## config.mk

```make
export PLATFORM = sky130hd
export DESIGN_NAME = alu_iter
export DESIGN_NICKNAME = d
export VERILOG_FILES = /design/src/rtl/alu_pkg.sv /design/src/rtl/alu_muldiv_core.sv /design/src/rtl/alu_iter.sv
export SDC_FILE = /design/constraint.sdc
export NUM_CORES = 1
export LEC_CHECK = 0
export ABC_AREA = 0
export CAP_MARGIN = 25
export CORE_MARGIN = 4
export CORE_UTILIZATION = 30
export CTS_CLUSTER_DIAMETER = 150
export DETAILED_ROUTE_END_ITERATION = 8
export HOLD_SLACK_MARGIN = 0.03
export PLACE_DENSITY_LB_ADDON = 0.25
export SYNTH_ARGS = -nofsm -noshare
export SYNTH_HDL_FRONTEND = slang
export SYNTH_SLANG_ARGS = --single-unit
```

## constraint.sdc

```tcl
create_clock -name clk -period 19 [get_ports clk]
set_clock_uncertainty 0.2 [all_clocks]
set_input_delay 5.7 -clock clk [delete_from_list [all_inputs] [get_ports clk]]
set_output_delay 5.7 -clock clk [all_outputs]
set_load 0.005 [all_outputs]
```

## src/rtl/alu_pkg.sv

```systemverilog
// Shared opcode/state encodings and op-class helpers for the iterative ALU.
package alu_pkg;

    localparam int ALU_OP_W = 5;

    typedef enum logic [ALU_OP_W-1:0] {
        OP_AND   = 5'b00000,
        OP_OR    = 5'b00001,
        OP_ADD   = 5'b00010,
        OP_SUB   = 5'b00011,
        OP_XOR   = 5'b00100,
        OP_SLL   = 5'b00101,
        OP_SRL   = 5'b00110,
        OP_SRA   = 5'b00111,
        OP_EQ    = 5'b01000,
        OP_SLT   = 5'b01001,
        OP_SLTU  = 5'b01010,
        OP_MUL   = 5'b10000,
        OP_MULH  = 5'b10001,
        OP_MULHU = 5'b10010,
        OP_DIV   = 5'b10100,
        OP_DIVU  = 5'b10101,
        OP_REM   = 5'b10110,
        OP_REMU  = 5'b10111
    } alu_op_t;

    typedef enum logic [1:0] {
        ST_IDLE,
        ST_DONE,
        ST_MUL,
        ST_DIV
    } alu_state_t;

    function automatic logic is_mul_op(input alu_op_t op);
        return (op == OP_MUL) || (op == OP_MULH) || (op == OP_MULHU);
    endfunction

    function automatic logic is_div_op(input alu_op_t op);
        return (op == OP_DIV) || (op == OP_DIVU) || (op == OP_REM) || (op == OP_REMU);
    endfunction

    // Ops whose operands are treated as two's complement magnitudes.
    function automatic logic is_signed_op(input alu_op_t op);
        return (op == OP_MULH) || (op == OP_DIV) || (op == OP_REM);
    endfunction

    function automatic logic is_rem_op(input alu_op_t op);
        return (op == OP_REM) || (op == OP_REMU);
    endfunction

endpackage

```

## src/rtl/alu_muldiv_core.sv

```systemverilog
// One-bit-per-cycle shift-add multiplier and restoring divider on shared registers.
module alu_muldiv_core
    import alu_pkg::*;
#(
    parameter int DATA_WIDTH = 32
) (
    input  logic                  clk,
    input  logic                  rst_n,
    input  logic                  i_start,
    input  alu_op_t               i_op,
    input  logic [DATA_WIDTH-1:0] i_src_a,
    input  logic [DATA_WIDTH-1:0] i_src_b,
    output logic                  o_done,
    output logic [DATA_WIDTH-1:0] o_result
);

    localparam int CNT_W = $clog2(DATA_WIDTH) + 1;
    localparam logic [CNT_W-1:0] LAST_CNT = CNT_W'(DATA_WIDTH - 1);

    logic                  r_active;
    logic [CNT_W-1:0]      r_count;
    alu_op_t               r_op;
    logic                  r_neg;
    logic [DATA_WIDTH-1:0] r_acc;
    logic [DATA_WIDTH-1:0] r_shf;
    logic [DATA_WIDTH-1:0] r_opd;

    logic                  w_a_neg;
    logic                  w_b_neg;
    logic [DATA_WIDTH-1:0] w_a_mag;
    logic [DATA_WIDTH-1:0] w_b_mag;
    logic [DATA_WIDTH:0]   w_mul_sum;
    logic [DATA_WIDTH:0]   w_div_trial;
    logic                  w_div_ok;
    logic [DATA_WIDTH-1:0] w_acc_next;
    logic [DATA_WIDTH-1:0] w_shf_next;
    logic [DATA_WIDTH-1:0] w_mulh_neg;

    assign w_a_neg = is_signed_op(i_op) & i_src_a[DATA_WIDTH-1];
    assign w_b_neg = is_signed_op(i_op) & i_src_b[DATA_WIDTH-1];
    assign w_a_mag = w_a_neg ? -i_src_a : i_src_a;
    assign w_b_mag = w_b_neg ? -i_src_b : i_src_b;

    // r_acc holds the product high half / partial remainder, r_shf the multiplier / dividend.
    assign w_mul_sum   = {1'b0, r_acc} + (r_shf[0] ? {1'b0, r_opd} : '0);
    assign w_div_trial = {r_acc, r_shf[DATA_WIDTH-1]} - {1'b0, r_opd};
    assign w_div_ok    = ~w_div_trial[DATA_WIDTH];

    always_comb begin
        if (is_mul_op(r_op)) begin
            w_acc_next = w_mul_sum[DATA_WIDTH:1];
            w_shf_next = {w_mul_sum[0], r_shf[DATA_WIDTH-1:1]};
        end else begin
            w_acc_next = w_div_ok ? w_div_trial[DATA_WIDTH-1:0]
                                  : {r_acc[DATA_WIDTH-2:0], r_shf[DATA_WIDTH-1]};
            w_shf_next = {r_shf[DATA_WIDTH-2:0], w_div_ok};
        end
    end

    // High half of the negated product: ~hi plus the carry out of negating lo.
    assign w_mulh_neg = ~w_acc_next + DATA_WIDTH'(w_shf_next == '0);

    always_comb begin
        o_result = '0;
        case (r_op)
            OP_MUL:          o_result = w_shf_next;
            OP_MULHU:        o_result = w_acc_next;
            OP_MULH:         o_result = r_neg ? w_mulh_neg : w_acc_next;
            OP_DIV, OP_DIVU: o_result = r_neg ? -w_shf_next : w_shf_next;
            OP_REM, OP_REMU: o_result = r_neg ? -w_acc_next : w_acc_next;
            default:         o_result = '0;
        endcase
    end

    assign o_done = r_active && (r_count == LAST_CNT);

    always_ff @(posedge clk or negedge rst_n) begin
        if (!rst_n) begin
            r_active <= 1'b0;
            r_count  <= '0;
            r_op     <= OP_AND;
            r_neg    <= 1'b0;
            r_acc    <= '0;
            r_shf    <= '0;
            r_opd    <= '0;
        end else if (i_start) begin
            r_active <= 1'b1;
            r_count  <= '0;
            r_op     <= i_op;
            r_neg    <= is_rem_op(i_op) ? w_a_neg : (w_a_neg ^ w_b_neg);
            r_acc    <= '0;
            r_shf    <= w_a_mag;
            r_opd    <= w_b_mag;
        end else if (r_active) begin
            r_acc   <= w_acc_next;
            r_shf   <= w_shf_next;
            r_count <= r_count + 1'b1;
            if (r_count == LAST_CNT) begin
                r_active <= 1'b0;
            end
        end
    end

endmodule

```

## src/rtl/alu_iter.sv

```systemverilog
// Handshaked ALU: single-cycle logic/arith ops, iterative MUL/DIV via alu_muldiv_core.
module alu_iter
    import alu_pkg::*;
#(
    parameter int DATA_WIDTH    = 32,
    parameter int OPCODE_LENGTH = 5
) (
    input  logic                     clk,
    input  logic                     rst_n,
    input  logic                     in_valid,
    output logic                     in_ready,
    input  logic [DATA_WIDTH-1:0]    SrcA,
    input  logic [DATA_WIDTH-1:0]    SrcB,
    input  logic [OPCODE_LENGTH-1:0] Operation,
    output logic                     out_valid,
    input  logic                     out_ready,
    output logic [DATA_WIDTH-1:0]    ALUResult,
    output logic                     busy
);

    localparam int SH_W = $clog2(DATA_WIDTH);
    localparam logic [DATA_WIDTH-1:0] MOST_NEG = {1'b1, {(DATA_WIDTH-1){1'b0}}};

    alu_state_t            r_state;
    logic                  r_in_ready;
    logic                  r_out_valid;
    logic                  r_busy;
    logic [DATA_WIDTH-1:0] r_result;

    alu_op_t               w_op;
    logic                  w_op_known;
    logic [SH_W-1:0]       w_shamt;
    logic                  w_div_zero;
    logic                  w_div_ovf;
    logic                  w_need_core;
    logic                  w_core_start;
    logic                  w_core_done;
    logic [DATA_WIDTH-1:0] w_core_result;
    logic [DATA_WIDTH-1:0] w_fast_result;

    // Opcodes with any bit set above the defined field are undefined.
    assign w_op       = alu_op_t'(Operation[ALU_OP_W-1:0]);
    assign w_op_known = ((Operation >> ALU_OP_W) == '0);
    assign w_shamt    = SrcB[SH_W-1:0];
    assign w_div_zero = (SrcB == '0);
    assign w_div_ovf  = is_signed_op(w_op) && (SrcA == MOST_NEG) && (SrcB == '1);

    assign w_need_core  = w_op_known && (is_mul_op(w_op) ||
                          (is_div_op(w_op) && !w_div_zero && !w_div_ovf));
    assign w_core_start = r_in_ready && in_valid && w_need_core;

    always_comb begin
        w_fast_result = '0;
        if (w_op_known) begin
            case (w_op)
                OP_AND:  w_fast_result = SrcA & SrcB;
                OP_OR:   w_fast_result = SrcA | SrcB;
                OP_ADD:  w_fast_result = SrcA + SrcB;
                OP_SUB:  w_fast_result = SrcA - SrcB;
                OP_XOR:  w_fast_result = SrcA ^ SrcB;
                OP_SLL:  w_fast_result = SrcA << w_shamt;
                OP_SRL:  w_fast_result = SrcA >> w_shamt;
                OP_SRA:  w_fast_result = $signed(SrcA) >>> w_shamt;
                OP_EQ:   w_fast_result = DATA_WIDTH'(SrcA == SrcB);
                OP_SLT:  w_fast_result = DATA_WIDTH'($signed(SrcA) < $signed(SrcB));
                OP_SLTU: w_fast_result = DATA_WIDTH'(SrcA < SrcB);
                // Only the divide short-circuits reach here: by-zero or signed overflow.
                OP_DIV, OP_DIVU: w_fast_result = w_div_zero ? '1 : SrcA;
                OP_REM, OP_REMU: w_fast_result = w_div_zero ? SrcA : '0;
                default: w_fast_result = '0;
            endcase
        end
    end

    alu_muldiv_core #(
        .DATA_WIDTH(DATA_WIDTH)
    ) u_core (
        .clk      (clk),
        .rst_n    (rst_n),
        .i_start  (w_core_start),
        .i_op     (w_op),
        .i_src_a  (SrcA),
        .i_src_b  (SrcB),
        .o_done   (w_core_done),
        .o_result (w_core_result)
    );

    always_ff @(posedge clk or negedge rst_n) begin
        if (!rst_n) begin
            r_state     <= ST_IDLE;
            r_in_ready  <= 1'b1;
            r_out_valid <= 1'b0;
            r_busy      <= 1'b0;
            r_result    <= '0;
        end else begin
            case (r_state)
                ST_IDLE: begin
                    if (in_valid) begin
                        r_in_ready <= 1'b0;
                        r_busy     <= 1'b1;
                        if (w_need_core) begin
                            r_state <= is_mul_op(w_op) ? ST_MUL : ST_DIV;
                        end else begin
                            r_state     <= ST_DONE;
                            r_result    <= w_fast_result;
                            r_out_valid <= 1'b1;
                        end
                    end
                end
                ST_MUL, ST_DIV: begin
                    if (w_core_done) begin
                        r_state     <= ST_DONE;
                        r_result    <= w_core_result;
                        r_out_valid <= 1'b1;
                    end
                end
                ST_DONE: begin
                    if (out_ready) begin
                        r_state     <= ST_IDLE;
                        r_out_valid <= 1'b0;
                        r_busy      <= 1'b0;
                        r_in_ready  <= 1'b1;
                    end
                end
                default: begin
                    r_state     <= ST_IDLE;
                    r_out_valid <= 1'b0;
                    r_busy      <= 1'b0;
                    r_in_ready  <= 1'b1;
                end
            endcase
        end
    end

    assign in_ready  = r_in_ready;
    assign out_valid = r_out_valid;
    assign busy      = r_busy;
    assign ALUResult = r_result;

endmodule

```

# Yosys cells after proc, flatten, opt, wreduce, memory -nomap -nowiden
# Index checks and enable logic that the tools add are counted.
[word_totals]
word_cells = 149
in_bits = 73
regBits = 146
output_inout_bits = 35
[classes]
order_cmp = 2
mux = 43
bitwise_logic = 8
eq_ne = 35
addsub = 10
n_reduce_logical = 36
shifts = 3
[ops]
columns = ["op", "count"]
rows = [
  ["32-bit two-way mux", 18],
  ["32-bit one-hot mux with 13 select lines", 1],
  ["32-bit one-hot mux with 5 select lines", 1],
  ["32-bit negator", 4],
  ["5-bit equality test, second input constant", 14],
  ["32-bit equality test, second input constant", 2],
  ["32-bit logical NOT", 2],
  ["32-bit < comparator", 2],
  ["32-bit one-hot mux with 2 select lines", 1],
  ["32-bit by 33-bit adder with 33-bit output", 1],
  ["33-bit by 32-bit subtractor with 33-bit output", 1],
  ["32-bit by 1-bit adder with 32-bit output", 1],
  ["32-bit adder", 1],
  ["32-bit AND", 1],
  ["32-bit equality test", 1],
  ["32-bit inverter", 1],
  ["32-bit bitwise OR", 1],
  ["32-bit by 5-bit << shifter with 32-bit output", 1],
  ["32-bit by 5-bit right shift with 32-bit output", 1],
  ["32-bit by 5-bit >>> shifter with 32-bit output", 1],
  ["32-bit subtractor", 1],
  ["32-bit bitwise XOR", 1],
  ["5-bit by 3-bit equality test with 1-bit output, second input constant", 4],
  ["5-bit by 4-bit equality test with 1-bit output, second input constant", 3],
  ["26 further kinds", 72],
]

# Longest topological paths before layout
[depth]
ltp_word = 11
ltp_mapped = 26

# By module
# From an unflattened synthesis, not the netlist that was laid out.
[hier_totals]
cells_unflattened = 3677
hier_area_um2 = 25745.9
[by_module_without_submodules]
columns = ["module", "n_inst", "area_each_um2", "cells_each"]
rows = [
  ["alu_muldiv_core", 1, 14423.8, 2021],
  ["alu_iter", 1, 11322.1, 1656],
]

# Worst setup path before layout
# No wires, ideal clock.
[synth_timing]
kind = "in2reg"
startpoint = "input port SrcB[1]"
endpoint = "register r_result[24], in the netlist ALUResult[24]"
setup_time_ps = 130
arrival_time_ps = 10153
path_buffers = 4
path_stages = 17
required_ps = 18670
slack_ps = 8517
cell_sequence = "clkbuf_1 -> inv_2 -> buf_1 -> buf_1 -> ha_1 -> or3b_2 -> or4_1 -> nor3_2 -> and3_1 -> and4_1 -> buf_2 -> o31ai_1 -> o31ai_4 -> o221ai_1 -> a211o_1 -> a211oi_1 -> o22ai_1"
[synth_via]
elab_chain_len = 7
[synth_rtl]
columns = ["item", "line", "rtl"]
rows = [
  ["start: declaration", "alu_iter.sv:13", "input logic [DATA_WIDTH-1:0] SrcB,"],
  ["parallel branches: the longest is 7 deep, another holds 32-bit subtractor", "--", ""],
  ["end signal: assignment", "alu_iter.sv:105", "r_result <= w_fast_result;"],
  ["end signal: assignment", "alu_iter.sv:113", "r_result <= w_core_result;"],
  ["end: declaration", "alu_iter.sv:28", "logic [DATA_WIDTH-1:0] r_result;"],
]
# Parallel ways; which one is timed is not known. The select of a mux whose other input is x is not followed.
# A chain may end at the register's enable or synchronous reset.

# Final worst setup path
[layout_timing]
startpoint = "input port SrcA[1]"
endpoint = "register r_result[31], in the netlist ALUResult[31]"
[layout_via]
elab_chain_len = 8
[layout_rtl]
columns = ["item", "line", "rtl"]
rows = [
  ["start: declaration", "alu_iter.sv:12", "input logic [DATA_WIDTH-1:0] SrcA,"],
  ["parallel branches: the longest is 8 deep, another holds 32-bit subtractor", "--", ""],
]
# Parallel ways; which one is timed is not known. The select of a mux whose other input is x is not followed.

==> impl.org <==
** Yosys
- Post-synthesis adder-cell area fraction :: 0.0904
- Area of the mapped netlist :: 25000 sq um
- Mean area per synthesized cell :: around 7.0 sq um
- In the synthesized netlist the async set-or-reset flop fraction comes to 1.00.
- Dominant combinational cell family by area after synthesis :: compound AO/OA/AOI/OAI gates
- Dominant synthesized flop cell :: dfrtp_1
- Yosys mapped the design onto 114 distinct sky130hd cell types.
- Flop and latch count out of synthesis :: about 150
- Post-synthesis simple-gate area fraction :: 0.237
- Synth warnings :: 0
- Count of flip-flops with a built-in enable after synthesis :: 0
- In the synthesized netlist, the number of instances is approximately 3600.
- Share of synthesized area occupied by flip-flops and latches :: 0.146
- Post-synth net total :: 3805
- The post-synthesis compound-gate area fraction was 0.325.
- Post-Synth XOR/XNOR Area :: 0.0590
- The portion of synthesized area spent on multiplexers is 0.0735.

** Power and ir drop
- Of the total power, the clock network draws 0.069.
- Logic gate share of total power :: 0.797
- Switching power :: between 3 and 4 mW
- For this design the ratio of total power to cell area is 185 nW/um^2.
- Leakage power figure :: about 11 nW
- Sw frac :: 0.594
- Internal power comes to 2.07 mW.
- Sequential power share :: 0.134
- Across the VDD grid, the largest voltage drop is 115 uV.
- The design draws between 5 and 6 mW.

** Setup path
- CP max FO :: 25
- The endpoint identified for the worst register-to-register timing path is ALUResult[10].
- Critical path data required time :: 19200 ps
- Setup CP Type :: in -> reg
- At the worst endpoint, the arrival time is about 12000 ps.
- Crit path launch type :: input port
- In this run the worst setup path terminates at ALUResult[31].
- Worst stage delay on the critical path :: 680 ps
- Measured in cells, the most critical reg-to-reg path has a length of 28.
- Type of element capturing the critical path :: flip-flop
- The worst register-to-register path begins at u_core.r_shf[31].
- The critical path goes through clkdlybuf4s50_1 > inv_1 > ha_1 > or4b_1 > nand2b_1 > nor4_2 > nand3_1 > or4_1 > nor3_1 > o31ai_1 > nor2_1 > a21boi_2 > buf_4 > nor2_1 > a21boi_0 > or4b_1.
- The most critical setup path has its startpoint at SrcA[1].
- For this design, the slowest cell found on the critical path is clkdlybuf4s50_1.
- Across all register-to-register paths, the minimum setup slack is about 10000 ps.

** Cells and area
- Final layout net count :: ~3700
- After filler insertion, the fill cell instance count of the layout stands at between 8000 and 9000.
- Final antenna diode count :: 0
- Of the cells placed in the final design, the portion with a size suffix greater than 1 is 0.0644.
- Compared with the post-synthesis result, the final layout area differs by 10.0%.
- Post-layout instance count excluding filler cells :: approximately 4600

** Hold path
- Class of the worst hold path :: reg -> reg

** Routing
- In the routed layout, each cell is associated on average with a via count of around 6.3.
- Vias after detailed routing :: between 20000 and 30000
- DR pass1 iterations :: 6
- Wire per inst :: between 20 and 30 um
- First DRT Iteration DRCs :: around 3900
- Wires add up to roughly 130000 um.
- For this run, design rule violations remaining after detail routing come to 0.
- In this run the remaining antenna-violating nets after routing total 0.

** GRT
- The total overflow left after global routing is 0.
- Maximum number of pins on one net before global-route repair :: between 70 and 80
- Gr usage total :: 0.286
- Vias in the first global route :: roughly 27000
- The number of antenna violations at the first check in global routing came to 6.
- Wire length of the first global-routing pass :: between 150000 and 200000 um

** Clocking
- The number of setup buffers added after CTS is 0.
- Number of clock buffers inserted by TritonCTS :: 17
- H-tree depth :: 4
- Clock transition time at the flip-flop clock pins of the worst setup and hold paths :: about 70 ps
- Quantity of hold-fixing buffers added after cts :: 0
- The tree built by TritonCTS fans out to 146 sinks.
- Insertion delay of the later-clocked pin in the worst-skew pair :: between 400 and 500 ps
- TritonCTS built the clock tree.
- The clock passes through at most 2 buffers.
- In this run, post-CTS repair resized a total of 0 instances.
- Clock tree synthesis selected as its root buffer the cell clkbuf_16.

** Placed design
- Half-perimeter wire length after detailed placement :: 101000 um
- Including well taps, the total number of placed cells is around 4500.
- The congestion estimate from routability-driven global placement came to about 1.1.
- At the placement stage, the worst setup path has a slack of around 7000 ps.
- Port buffering added around 110 buffers.

** Die
- For this design the top-level I/O count stands at between 100 and 150.
- The floorplan has 105 rows.
- X dimension of the die :: 296 um
- After floorplanning, the core was sized to cover approximately 82000 sq um.
- Area of the die :: between 80000 and 90000 sq um
- The die is ~300 um tall.
- For this configuration, the core starts out at a cell density of 0.303.

** STA
- In this run the tightest slew margin relative to its limit is 0.272.
- In the final timing run, aggregate negative setup slack is 0 ps.
- Crit share post-route :: 0.618
- The number of pins with negative max-slew slack in the final report was 0.
- RSZ-0062 raised after global routing :: no
- The worst path meets setup with ~7300 ps of slack.
- Slew at the pin closest to its max-slew limit :: around 1100 ps
- Setup violations remaining at the end of the flow were counted as 0.
- Post-layout min period :: 11740 ps
- Worst slack on hold paths :: ~320 ps
- Highest attainable clock frequency :: between 0.08 and 0.09 GHz
- Number of hold violations in the final report :: 0

** Run
- Number of max-capacitance violations reported :: 0

** Outcome
- Outcome :: complete, no violations
placed cells by master, fill, tap and decap left out, types with 55 or more instances in the layout:
cell	instances
dfrtp_1	143
o211ai_1	68
o21ai_0	356
xnor2_1	127
ha_1	169
mux2i_1	132
nand3_1	80
a31oi_1	64
a21oi_1	244
clkdlybuf4s50_1	100
nor3_1	95
nand2_1	378
buf_4	75
nor2_1	350
and2_1	55
inv_1	163
worst min-delay path by stage:
stage	from	endpoint	slack (ps)	cells after the start
2_1_floorplan	u_core.r_op[4]	u_core.r_op[4]	260	1
3_3_place_gp	u_core.r_op[4]	u_core.r_op[4]	290	1
3_5_place_dp	u_core.r_op[4]	u_core.r_op[4]	300	1
4_1_cts	u_core.r_op[3]	u_core.r_op[3]	320	1
5_1_grt	u_core.r_op[4]	u_core.r_op[4]	340	1
6_report	u_core.r_op[4]	u_core.r_op[4]	320	1
kinds of logic (layout without fill, tap and decap cells):
logic type,count (synthesis),in the layout
xor+xnor,168,168
compound gates,1228,1228
simple gates,1245,1245
fa+ha+maj,179,179
flops,146,146
mux,162,162
buf+inv,431,382
area by class of cell:
| type | count | area [sq um] | area share |
|---|---|---|---|
| Sequential cell | 146 | 3660 | 0.133 |
| Multi-Input combinational cell | 2982 | 19600 | 0.715 |
| Inverter | 167 | 627 | 0.0228 |
| Clock inverter | 15 | 151 | 0.00551 |
| Timing Repair Buffer | 183 | 1630 | 0.0595 |
| Clock buffer | 17 | 425 | 0.0155 |
| Tap cell | 1070 | 1340 | 0.0488 |
cells in the mapped netlist (all sizes together), types with 12 or more instances:
cell type | count | area share
a211o | 20 | 0.0070
a31o | 12 | 0.0042
nor4 | 29 | 0.0084
and2 | 56 | 0.014
o21bai | 20 | 0.0060
nand4 | 35 | 0.0088
xnor2 | 127 | 0.045
a31oi | 65 | 0.017
nand3 | 81 | 0.016
mux2i | 134 | 0.054
xor2 | 41 | 0.014
a211oi | 51 | 0.016
clkbuf | 195 | 0.029
inv | 167 | 0.025
a22oi | 30 | 0.0092
ha | 169 | 0.085
dfrtp | 145 | 0.15
nor3 | 99 | 0.020
or3 | 50 | 0.013
a2111oi | 21 | 0.0085
and3 | 29 | 0.0075
mux2 | 13 | 0.0059
nand2b | 41 | 0.010
a221oi | 29 | 0.010
o21a | 15 | 0.0045
mux4 | 15 | 0.014
o22ai | 31 | 0.0078
o21ai | 371 | 0.075
or2 | 15 | 0.0038
buf | 69 | 0.015
o31ai | 38 | 0.012
nand2 | 380 | 0.057
o211ai | 69 | 0.021
o41ai | 21 | 0.0084
o221ai | 18 | 0.0063
a22o | 16 | 0.0056
a21o | 39 | 0.012
or4 | 22 | 0.0068
a221o | 12 | 0.0048
nor2 | 353 | 0.053
a21oi | 245 | 0.049
nor2b | 13 | 0.0033
state kept, by name (all words and copies together), names as in the netlist, 2 cells and up:
register / flops
ALUResult: 32
r_state: 2
u_core.r_acc: 32
u_core.r_count: 6
u_core.r_op: 5
u_core.r_opd: 32
u_core.r_shf: 32
power by group through the flow:
stage	logic, mW	registers (mW)	clock network, mW
after floorplan	2.74	0.572	0
final	4.05	0.681	0.353
after global routing	4.36	0.700	0.366
after CTS	3.95	0.675	0.356
after detailed placement	3.93	0.680	0
after global placement	3.92	0.679	0
layer usage:
layer	wire length, um	global-route usage	vias up	part of all wire
met1	53200	0.377	14000	0.41
met4	7930	0.141	4	0.061
met2	56500	0.449	1686	0.44
met5	30	0	-	0.00023
li1	-	-	13000	-
met3	11900	0.0525	364	0.092
through the flow:
step / cell area (sq um) / utilization
after floorplan: 25000 / -
after global placement: 26800 / 0.326
after detailed placement: 26800 / 0.326
after CTS: 27400 / 0.333
after global routing: 27500 / 0.334
final: 27500 / 0.334
critical path, delay by kind of cell:
kind | cells | cell delay, ps
buffers and inverters | 3 | 1210
adders and majority gates | 1 | 220
AOI/OAI and AO/OA | 3 | 930
and+or+nand+nor | 9 | 3820
(Power assumes the default switching activity.)
